## config.mk

```make
export PLATFORM = sky130hd
export DESIGN_NAME = axil_apb_bridge_mux_flat
export DESIGN_NICKNAME = d
export VERILOG_FILES = /design/src/rtl/axil_apb_bridge_mux_if.sv /design/src/rtl/axil_apb_bridge_mux.sv /design/src/flat_wrapper.sv
export SDC_FILE = /design/constraint.sdc
export NUM_CORES = 1
export LEC_CHECK = 0
export ABC_AREA = 1
export CAP_MARGIN = 15
export CORE_AREA = 2 2 115 117
export DETAILED_ROUTE_END_ITERATION = 10
export DIE_AREA = 0 0 117 119
export DONT_BUFFER_PORTS = 1
export PLACE_DENSITY = 0.57
export SKIP_LAST_GASP = 1
export SYNTH_ARGS = -nofsm -noshare
export SYNTH_HDL_FRONTEND = slang
export SYNTH_SLANG_ARGS = --single-unit
```

## constraint.sdc

```tcl
create_clock -name clk_i -period 2.5 [get_ports clk_i]
set_clock_uncertainty 0.15 [all_clocks]
set_input_delay 0.5 -clock clk_i [delete_from_list [all_inputs] [get_ports clk_i]]
set_output_delay 0.5 -clock clk_i [all_outputs]
set_load 0.01 [all_outputs]
```

## src/rtl/axil_apb_bridge_mux_if.sv

```systemverilog
// Bus bundles for axil_apb_bridge_mux.
//   axil_lite_if : AXI-Lite channel set (master = initiator, slave = bridge)
//   apb_bus_if   : shared APB request bus with per-slave select/response lines
//                  (master = bridge, slave = peripherals)
interface axil_lite_if #(
    parameter int AW = 32,
    parameter int DW = 32
) ();
    logic [AW-1:0]   awaddr;
    logic [2:0]      awprot;
    logic            awvalid;
    logic            awready;
    logic [DW-1:0]   wdata;
    logic [DW/8-1:0] wstrb;
    logic            wvalid;
    logic            wready;
    logic [1:0]      bresp;
    logic            bvalid;
    logic            bready;
    logic [AW-1:0]   araddr;
    logic [2:0]      arprot;
    logic            arvalid;
    logic            arready;
    logic [DW-1:0]   rdata;
    logic [1:0]      rresp;
    logic            rvalid;
    logic            rready;

    modport master (
        output awaddr, awprot, awvalid, wdata, wstrb, wvalid, bready,
               araddr, arprot, arvalid, rready,
        input  awready, wready, bresp, bvalid, arready, rdata, rresp, rvalid
    );

    modport slave (
        input  awaddr, awprot, awvalid, wdata, wstrb, wvalid, bready,
               araddr, arprot, arvalid, rready,
        output awready, wready, bresp, bvalid, arready, rdata, rresp, rvalid
    );
endinterface

interface apb_bus_if #(
    parameter int AW      = 32,
    parameter int DW      = 32,
    parameter int NUM_SLV = 2
) ();
    logic [AW-1:0]         paddr;
    logic [2:0]            pprot;
    logic                  pwrite;
    logic [DW-1:0]         pwdata;
    logic [DW/8-1:0]       pstrb;
    logic                  penable;
    logic [NUM_SLV-1:0]    psel;
    logic [NUM_SLV-1:0]    pready;
    logic [NUM_SLV-1:0]    pslverr;
    logic [NUM_SLV*DW-1:0] prdata;

    modport master (
        output paddr, pprot, pwrite, pwdata, pstrb, penable, psel,
        input  pready, pslverr, prdata
    );

    modport slave (
        input  paddr, pprot, pwrite, pwdata, pstrb, penable, psel,
        output pready, pslverr, prdata
    );
endinterface

```

## src/rtl/axil_apb_bridge_mux.sv

```systemverilog
// AXI-Lite to APB bridge with an address-decoded APB slave multiplexer.
// One transaction at a time through IDLE -> SETUP -> ACCESS -> RESP; decode
// misses go straight from IDLE to RESP with DECERR. Read/write collisions are
// arbitrated so the type not served last wins (read after reset).
// Optional feature: define AXIL_APB_TIMEOUT_EN to abort an ACCESS phase that
// sees no pready within TIMEOUT_CYC cycles and answer SLVERR.
module axil_apb_bridge_mux #(
    parameter int                             AXI_LITE_AW = 32,
    parameter int                             AXI_LITE_DW = 32,
    parameter int                             NUM_SLV     = 2,
    parameter logic [NUM_SLV*AXI_LITE_AW-1:0] SLV_BA      = {32'h0004_1000, 32'h0004_0000},
    parameter logic [AXI_LITE_AW-1:0]         SLV_SIZE    = 32'h1000,
    parameter int                             TIMEOUT_CYC = 16
) (
    input  logic       clk_i,
    input  logic       rst_ni,
    axil_lite_if.slave axi,
    apb_bus_if.master  apb
);

    localparam int SW = AXI_LITE_DW / 8;

    typedef enum logic [1:0] {
        ST_IDLE   = 2'd0,
        ST_SETUP  = 2'd1,
        ST_ACCESS = 2'd2,
        ST_RESP   = 2'd3
    } state_e;

    state_e                  state_q, state_d;
    logic [AXI_LITE_AW-1:0]  paddr_q, paddr_d;
    logic [2:0]              pprot_q, pprot_d;
    logic                    pwrite_q, pwrite_d;
    logic [AXI_LITE_DW-1:0]  pwdata_q, pwdata_d;
    logic [SW-1:0]           pstrb_q, pstrb_d;
    logic [NUM_SLV-1:0]      slv_oh_q, slv_oh_d;
    logic                    is_wr_q, is_wr_d;
    logic                    prefer_wr_q, prefer_wr_d;
    logic [1:0]              resp_q, resp_d;
    logic [AXI_LITE_DW-1:0]  rdata_q, rdata_d;
`ifdef AXIL_APB_TIMEOUT_EN
    logic [15:0]             tmo_q, tmo_d;
`endif

    logic                    wr_pend;
    logic                    rd_pend;
    logic                    grant_wr;
    logic                    grant_rd;
    logic [AXI_LITE_AW-1:0]  req_addr;
    logic [NUM_SLV-1:0]      hit;
    logic [NUM_SLV-1:0]      hit_oh;
    logic [NUM_SLV-1:0]      sel_ready_v;
    logic [NUM_SLV-1:0]      sel_err_v;
    logic [AXI_LITE_DW-1:0]  rdata_masked [NUM_SLV];
    logic [AXI_LITE_DW-1:0]  sel_rdata;
    logic                    sel_ready;
    logic                    sel_err;

    // Arbitrate between a complete write (AW and W together) and a read.
    always_comb begin
        wr_pend  = axi.awvalid && axi.wvalid;
        rd_pend  = axi.arvalid;
        grant_wr = wr_pend && (!rd_pend || prefer_wr_q);
        grant_rd = rd_pend && !grant_wr;
        req_addr = grant_wr ? axi.awaddr : axi.araddr;
    end

    // Per-slave range decode and response masking by the latched select.
    // The range compare is one bit wider so a region ending at the top of the
    // address space does not wrap.
    genvar gi;
    generate
        for (gi = 0; gi < NUM_SLV; gi++) begin : g_slv
            logic [AXI_LITE_AW:0] base_ext;
            logic [AXI_LITE_AW:0] limit_ext;
            logic [AXI_LITE_AW:0] addr_ext;

            assign base_ext         = {1'b0, SLV_BA[gi*AXI_LITE_AW +: AXI_LITE_AW]};
            assign limit_ext        = base_ext + {1'b0, SLV_SIZE};
            assign addr_ext         = {1'b0, req_addr};
            assign hit[gi]          = (addr_ext >= base_ext) && (addr_ext < limit_ext);
            assign rdata_masked[gi] = apb.prdata[gi*AXI_LITE_DW +: AXI_LITE_DW]
                                      & {AXI_LITE_DW{slv_oh_q[gi]}};
            assign sel_ready_v[gi]  = apb.pready[gi] & slv_oh_q[gi];
            assign sel_err_v[gi]    = apb.pslverr[gi] & slv_oh_q[gi];
        end
    endgenerate

    // Lowest-index hit wins when regions overlap.
    always_comb begin
        logic found;
        found  = 1'b0;
        hit_oh = '0;
        for (int i = 0; i < NUM_SLV; i++) begin
            if (hit[i] && !found) begin
                hit_oh[i] = 1'b1;
                found     = 1'b1;
            end
        end
    end

    // Collapse the selected slave's response; slv_oh_q is one-hot or zero.
    always_comb begin
        sel_rdata = '0;
        for (int i = 0; i < NUM_SLV; i++) begin
            sel_rdata = sel_rdata | rdata_masked[i];
        end
        sel_ready = |sel_ready_v;
        sel_err   = |sel_err_v;
    end

    // Next-state and datapath update for the transaction FSM.
    always_comb begin
        state_d     = state_q;
        paddr_d     = paddr_q;
        pprot_d     = pprot_q;
        pwrite_d    = pwrite_q;
        pwdata_d    = pwdata_q;
        pstrb_d     = pstrb_q;
        slv_oh_d    = slv_oh_q;
        is_wr_d     = is_wr_q;
        prefer_wr_d = prefer_wr_q;
        resp_d      = resp_q;
        rdata_d     = rdata_q;
`ifdef AXIL_APB_TIMEOUT_EN
        tmo_d       = tmo_q;
`endif
        case (state_q)
            ST_IDLE: begin
                if (grant_wr || grant_rd) begin
                    is_wr_d     = grant_wr;
                    prefer_wr_d = !grant_wr;
                    if (|hit_oh) begin
                        // APB request fields are frozen here until RESP.
                        slv_oh_d = hit_oh;
                        paddr_d  = req_addr;
                        pprot_d  = grant_wr ? axi.awprot : axi.arprot;
                        pwrite_d = grant_wr;
                        pwdata_d = grant_wr ? axi.wdata : '0;
                        pstrb_d  = grant_wr ? axi.wstrb : '0;
                        state_d  = ST_SETUP;
                    end else begin
                        // Miss: no APB cycle, answer DECERR next cycle.
                        slv_oh_d = '0;
                        resp_d   = 2'b11;
                        rdata_d  = '0;
                        state_d  = ST_RESP;
                    end
                end
            end
            ST_SETUP: begin
`ifdef AXIL_APB_TIMEOUT_EN
                tmo_d   = '0;
`endif
                state_d = ST_ACCESS;
            end
            ST_ACCESS: begin
                if (sel_ready) begin
                    resp_d  = sel_err ? 2'b10 : 2'b00;
                    rdata_d = is_wr_q ? '0 : sel_rdata;
                    state_d = ST_RESP;
                end
`ifdef AXIL_APB_TIMEOUT_EN
                else if (tmo_q == 16'(TIMEOUT_CYC - 1)) begin
                    resp_d  = 2'b10;
                    rdata_d = '0;
                    state_d = ST_RESP;
                end else begin
                    tmo_d = tmo_q + 16'd1;
                end
`endif
            end
            ST_RESP: begin
                if (is_wr_q ? axi.bready : axi.rready) begin
                    state_d = ST_IDLE;
                end
            end
            default: state_d = ST_IDLE;
        endcase
    end

    // State and datapath registers; reset aborts any transaction in flight.
    always_ff @(posedge clk_i) begin
        if (!rst_ni) begin
            state_q     <= ST_IDLE;
            paddr_q     <= '0;
            pprot_q     <= '0;
            pwrite_q    <= 1'b0;
            pwdata_q    <= '0;
            pstrb_q     <= '0;
            slv_oh_q    <= '0;
            is_wr_q     <= 1'b0;
            prefer_wr_q <= 1'b0;
            resp_q      <= '0;
            rdata_q     <= '0;
`ifdef AXIL_APB_TIMEOUT_EN
            tmo_q       <= '0;
`endif
        end else begin
            state_q     <= state_d;
            paddr_q     <= paddr_d;
            pprot_q     <= pprot_d;
            pwrite_q    <= pwrite_d;
            pwdata_q    <= pwdata_d;
            pstrb_q     <= pstrb_d;
            slv_oh_q    <= slv_oh_d;
            is_wr_q     <= is_wr_d;
            prefer_wr_q <= prefer_wr_d;
            resp_q      <= resp_d;
            rdata_q     <= rdata_d;
`ifdef AXIL_APB_TIMEOUT_EN
            tmo_q       <= tmo_d;
`endif
        end
    end

    // Ready strobes are combinational in IDLE and forced low while in reset.
    assign axi.awready = rst_ni && (state_q == ST_IDLE) && grant_wr;
    assign axi.wready  = rst_ni && (state_q == ST_IDLE) && grant_wr;
    assign axi.arready = rst_ni && (state_q == ST_IDLE) && grant_rd;

    assign axi.bvalid  = (state_q == ST_RESP) && is_wr_q;
    assign axi.rvalid  = (state_q == ST_RESP) && !is_wr_q;
    assign axi.bresp   = resp_q;
    assign axi.rresp   = resp_q;
    assign axi.rdata   = rdata_q;

    assign apb.paddr   = paddr_q;
    assign apb.pprot   = pprot_q;
    assign apb.pwrite  = pwrite_q;
    assign apb.pwdata  = pwdata_q;
    assign apb.pstrb   = pstrb_q;
    assign apb.penable = (state_q == ST_ACCESS);
    assign apb.psel    = ((state_q == ST_SETUP) || (state_q == ST_ACCESS)) ? slv_oh_q : '0;

endmodule

```

## src/flat_wrapper.sv

```systemverilog
// flat-port wrapper written by rule: the top's interface ports become plain ports
module axil_apb_bridge_mux_flat 
#(
    parameter int                             AXI_LITE_AW = 32,
    parameter int                             AXI_LITE_DW = 32,
    parameter int                             NUM_SLV     = 2,
    parameter logic [NUM_SLV*AXI_LITE_AW-1:0] SLV_BA      = {32'h0004_1000, 32'h0004_0000},
    parameter logic [AXI_LITE_AW-1:0]         SLV_SIZE    = 32'h1000,
    parameter int                             TIMEOUT_CYC = 16
)
  (clk_i, rst_ni, axi_awaddr, axi_awprot, axi_awvalid, axi_wdata, axi_wstrb, axi_wvalid, axi_bready, axi_araddr, axi_arprot, axi_arvalid, axi_rready, axi_awready, axi_wready, axi_bresp, axi_bvalid, axi_arready, axi_rdata, axi_rresp, axi_rvalid, apb_paddr, apb_pprot, apb_pwrite, apb_pwdata, apb_pstrb, apb_penable, apb_psel, apb_pready, apb_pslverr, apb_prdata);
  axil_lite_if #(.AW((32)), .DW((32))) axi_i ();
  apb_bus_if #(.AW((32)), .DW((32)), .NUM_SLV(NUM_SLV)) apb_i ();
  input  logic clk_i;
  input  logic rst_ni;
  input wire logic [$bits(axi_i.awaddr)-1:0] axi_awaddr;
  input wire logic [$bits(axi_i.awprot)-1:0] axi_awprot;
  input wire logic [$bits(axi_i.awvalid)-1:0] axi_awvalid;
  input wire logic [$bits(axi_i.wdata)-1:0] axi_wdata;
  input wire logic [$bits(axi_i.wstrb)-1:0] axi_wstrb;
  input wire logic [$bits(axi_i.wvalid)-1:0] axi_wvalid;
  input wire logic [$bits(axi_i.bready)-1:0] axi_bready;
  input wire logic [$bits(axi_i.araddr)-1:0] axi_araddr;
  input wire logic [$bits(axi_i.arprot)-1:0] axi_arprot;
  input wire logic [$bits(axi_i.arvalid)-1:0] axi_arvalid;
  input wire logic [$bits(axi_i.rready)-1:0] axi_rready;
  output wire logic [$bits(axi_i.awready)-1:0] axi_awready;
  output wire logic [$bits(axi_i.wready)-1:0] axi_wready;
  output wire logic [$bits(axi_i.bresp)-1:0] axi_bresp;
  output wire logic [$bits(axi_i.bvalid)-1:0] axi_bvalid;
  output wire logic [$bits(axi_i.arready)-1:0] axi_arready;
  output wire logic [$bits(axi_i.rdata)-1:0] axi_rdata;
  output wire logic [$bits(axi_i.rresp)-1:0] axi_rresp;
  output wire logic [$bits(axi_i.rvalid)-1:0] axi_rvalid;
  output wire logic [$bits(apb_i.paddr)-1:0] apb_paddr;
  output wire logic [$bits(apb_i.pprot)-1:0] apb_pprot;
  output wire logic [$bits(apb_i.pwrite)-1:0] apb_pwrite;
  output wire logic [$bits(apb_i.pwdata)-1:0] apb_pwdata;
  output wire logic [$bits(apb_i.pstrb)-1:0] apb_pstrb;
  output wire logic [$bits(apb_i.penable)-1:0] apb_penable;
  output wire logic [$bits(apb_i.psel)-1:0] apb_psel;
  input wire logic [$bits(apb_i.pready)-1:0] apb_pready;
  input wire logic [$bits(apb_i.pslverr)-1:0] apb_pslverr;
  input wire logic [$bits(apb_i.prdata)-1:0] apb_prdata;
  assign axi_i.awaddr = axi_awaddr;
  assign axi_i.awprot = axi_awprot;
  assign axi_i.awvalid = axi_awvalid;
  assign axi_i.wdata = axi_wdata;
  assign axi_i.wstrb = axi_wstrb;
  assign axi_i.wvalid = axi_wvalid;
  assign axi_i.bready = axi_bready;
  assign axi_i.araddr = axi_araddr;
  assign axi_i.arprot = axi_arprot;
  assign axi_i.arvalid = axi_arvalid;
  assign axi_i.rready = axi_rready;
  assign axi_awready = axi_i.awready;
  assign axi_wready = axi_i.wready;
  assign axi_bresp = axi_i.bresp;
  assign axi_bvalid = axi_i.bvalid;
  assign axi_arready = axi_i.arready;
  assign axi_rdata = axi_i.rdata;
  assign axi_rresp = axi_i.rresp;
  assign axi_rvalid = axi_i.rvalid;
  assign apb_paddr = apb_i.paddr;
  assign apb_pprot = apb_i.pprot;
  assign apb_pwrite = apb_i.pwrite;
  assign apb_pwdata = apb_i.pwdata;
  assign apb_pstrb = apb_i.pstrb;
  assign apb_penable = apb_i.penable;
  assign apb_psel = apb_i.psel;
  assign apb_i.pready = apb_pready;
  assign apb_i.pslverr = apb_pslverr;
  assign apb_i.prdata = apb_prdata;
  axil_apb_bridge_mux #(.AXI_LITE_AW(AXI_LITE_AW), .AXI_LITE_DW(AXI_LITE_DW), .NUM_SLV(NUM_SLV), .SLV_BA(SLV_BA), .SLV_SIZE(SLV_SIZE), .TIMEOUT_CYC(TIMEOUT_CYC)) u_core (.clk_i(clk_i), .rst_ni(rst_ni), .axi(axi_i), .apb(apb_i));
endmodule
```

==> results.sh <==
export IMPL_antennaDiodeCount=0
export IMPL_wl_per_cell_um=15.4
export IMPL_vias=4899
export IMPL_placed_area_um2=5620
export IMPL_core_area_um2=12900
export IMPL_dp_hpwl_mm=10.5
export IMPL_clk_latency_ns=0.35
export IMPL_cts_root_buf="clkbuf_16"
export IMPL_cts_tree="built"
export IMPL_post_cts_resized=0
export IMPL_htree_levels=3
export IMPL_drive_above_1_share_pct=9.74
export IMPL_io_buffers=0
export IMPL_r2r_setup_slack_ns=0.28
export IMPL_crit_start="u_core.state_q[0]$_SDFFE_PN0P_"
export IMPL_syn_nets=967
export IMPL_end_kind="primary output"
export IMPL_setup_viol_count_final=0
export IMPL_rsz0062_at_grt="false"
export IMPL_drt_vias_per_instance=5.23
export IMPL_clock_path_buffers=2
export IMPL_final_hold_violation_count=0
export IMPL_power_density_nw_per_um2=988
export IMPL_reg2reg_from="u_core.prefer_wr_q$_SDFFE_PN0P_"
export IMPL_drtPass1Iterations=4
export IMPL_reg2regPathDepth=15
export IMPL_die_height_um=119
export IMPL_tightest_slew_ns=0.456
export IMPL_grt_pass1_wl_mm=22.5
export IMPL_multi_input_area_um2=2710
export IMPL_yosys_top_cells_count="209 x nand2_1, 112 x dfxtp_1, 95 x nand3_1"
export IMPL_seq_area_frac_synth_pct=40.9
export IMPL_drt_iter0_drc=348
export IMPL_fmax_ghz=0.425
export IMPL_synth_edf_count=0
export IMPL_finish_instance_area_um2=5950
export IMPL_slew_headroom_pct=69.3
export IMPL_p_leak_nw=2.62
export IMPL_regArea_um2=2240
export IMPL_start_kind="flip-flop"
export IMPL_yosysTopAreaCellShare_pct=40.9
export IMPL_rows=42
export IMPL_worstPathArrival_ns=1.70
export IMPL_yosysTopAreaCell="dfxtp_1"
export IMPL_min_path_type="in -> reg"
export IMPL_path_clk_slew_ns=0.08
export IMPL_start_util_pct=42.6
export IMPL_grt_max_degree=74
export IMPL_postCtsSetupBuffers=0
export IMPL_period_share_pct=94.1
export IMPL_die_area_um2=13900
export IMPL_ys_flop_type="dfxtp_1"
export IMPL_status="completed"
export IMPL_syn_cell_area_um2=5490
export IMPL_antenna_found_initial=0
export IMPL_yosys_warnings=0
export IMPL_drtAntennaViolNets=0
export IMPL_ir_drop_mv=0.533
export IMPL_grtUsageTotal_pct=20.5
export IMPL_drc=0
export IMPL_cts_buffers=9
export IMPL_finalSetupTns_ns=0
export IMPL_reg2reg_to="u_core.apb.pwdata[1]$_SDFFE_PN0P_"
export IMPL_clkSinkCount=112
export IMPL_yosysMostFrequentCell="nand2_1"
export IMPL_syn_to_final_growth_pct=8.37
export IMPL_ys_ff_latch=112
export IMPL_avgSynthCellArea_um2=7.01
export IMPL_ys_types=30
export IMPL_grt_overflow_total=0
export IMPL_drv_cap=0
export IMPL_async_reset_ff_share_pct=0
export IMPL_die_w_um=117
export IMPL_critical_path_class="reg -> out"
export IMPL_syn_instance_count=783
export IMPL_utilization_pct=46.2
export IMPL_worst_ep_required_time_ns=1.85
export IMPL_gp_congestion=0.885
export IMPL_final_max_slew_viol_count=0
export IMPL_cp_max_fo=5
export IMPL_fillers=1342
export IMPL_critical_path_endpoint="axi_wready"
export IMPL_pin_count=297
export IMPL_cts_hold_buf=0
export IMPL_grt_pass1_vias=4753
export IMPL_fin_nets=939
export IMPL_min_period_ns=2.35
export IMPL_totalWireLength_mm=14.4
export IMPL_whs_path_depth=2
export IMPL_yosys_top_cells_area="dfxtp_1 41%, nand2_1 14%, nand3_1 8.7%"
state kept, by name, indices dropped and copies added, names as in the netlist, 2 cells and up:
name               cells
u_core.apb.paddr      32
u_core.apb.pprot       3
u_core.apb.pstrb       4
u_core.apb.pwdata     32
u_core.axi.bresp       2
u_core.axi.rdata      32
u_core.slv_oh_q        2
u_core.state_q         2
worst min-delay path by stage:
stage	startpoint	to	slack (ns)
finish	rst_ni	u_core.apb.paddr[16]$_SDFFE_PN0P_	0.13
global route	rst_ni	u_core.apb.paddr[24]$_SDFFE_PN0P_	0.11
CTS	rst_ni	u_core.axi.rdata[22]$_SDFFE_PN0P_	0.1
detailed placement	u_core.prefer_wr_q$_SDFFE_PN0P_	u_core.prefer_wr_q$_SDFFE_PN0P_	0.33
global placement	u_core.prefer_wr_q$_SDFFE_PN0P_	u_core.prefer_wr_q$_SDFFE_PN0P_	0.33
floorplan	u_core.prefer_wr_q$_SDFFE_PN0P_	u_core.prefer_wr_q$_SDFFE_PN0P_	0.31
report_power, final:
group	switching, mW	total (mW)	leakage [nW]	internal [mW]
clock network	0.716	1.42	0.142	0.704
logic	1.16	1.98	1.57	0.824
registers	0.384	2.47	0.909	2.09
cells in the final DEF, fill, tap and decap left out, drive strengths merged:
| cell type | count |
|---|---|
| nor3 | 3 |
| nand4 | 1 |
| nand3b | 7 |
| a211oi | 1 |
| ha | 3 |
| nor4 | 1 |
| mux2i | 3 |
| o21ai | 26 |
| a221o | 2 |
| dfxtp | 112 |
| clkbuf | 10 |
| nand2 | 216 |
| inv | 60 |
| nor2 | 80 |
| a22o | 32 |
| buf | 24 |
| clkinv | 5 |
| nand3 | 95 |
| a31o | 1 |
| a21oi | 78 |
metrics by stage:
stage | cells | setup slack [ns] | total power, mW | hold slack (ns)
final | 936 | 0.147 | 5.87 | 0.125
after global routing | 936 | 0.0127 | 6.29 | 0.108
after global placement | 919 | 0.0665 | 4.43 | 0.326
after detailed placement | 919 | -0.0208 | 4.50 | 0.329
after floorplan | 783 | 0.242 | 4.07 | 0.312
after CTS | 935 | 0.0928 | 5.93 | 0.0970
critical path: stages (launching register included):
cell and delay [ns]:
dfxtp_1 0.33, inv_1 0.08, ha_1 0.26, inv_1 0.14, nor3_1 0.32, buf_4 0.21
cell type report:
| type | count | area share [%] |
|---|---|---|
| clock buffer | 10 | 3.85 |
| clock inverter | 6 | 1.05 |
| inverter | 59 | 3.79 |
| multi-input combinational | 549 | 45.5 |
| sequential | 112 | 37.7 |
| tap | 176 | 3.70 |
| timing repair buffer | 24 | 4.36 |
cells by family after synthesis:
| group | count (synthesis) | synth area share [%] |
|---|---|---|
| AND/OR/NAND/NOR | 402 | 30.8 |
| AO/OA/AOI/OAI | 140 | 16.6 |
| buffers and inverters | 123 | 10.5 |
| flip-flops | 112 | 40.9 |
| multiplexers | 3 | 0.547 |
| adder cells (fa/ha/maj) | 3 | 0.684 |
metal layers:
| metal | GRT usage, % | up-vias | share of wire, % | wire, um |
|---|---|---|---|---|
| li1 | - | 2482 | - | - |
| met1 | 21.6 | 2208 | 38 | 5510 |
| met2 | 36.6 | 185 | 51 | 7340 |
| met3 | 6.06 | 24 | 8.6 | 1240 |
| met4 | 9.71 | 0 | 2.5 | 361 |
| met5 | 0 | - | 0 | 0 |
No activity file was read; power rests on OpenSTA's default activity.
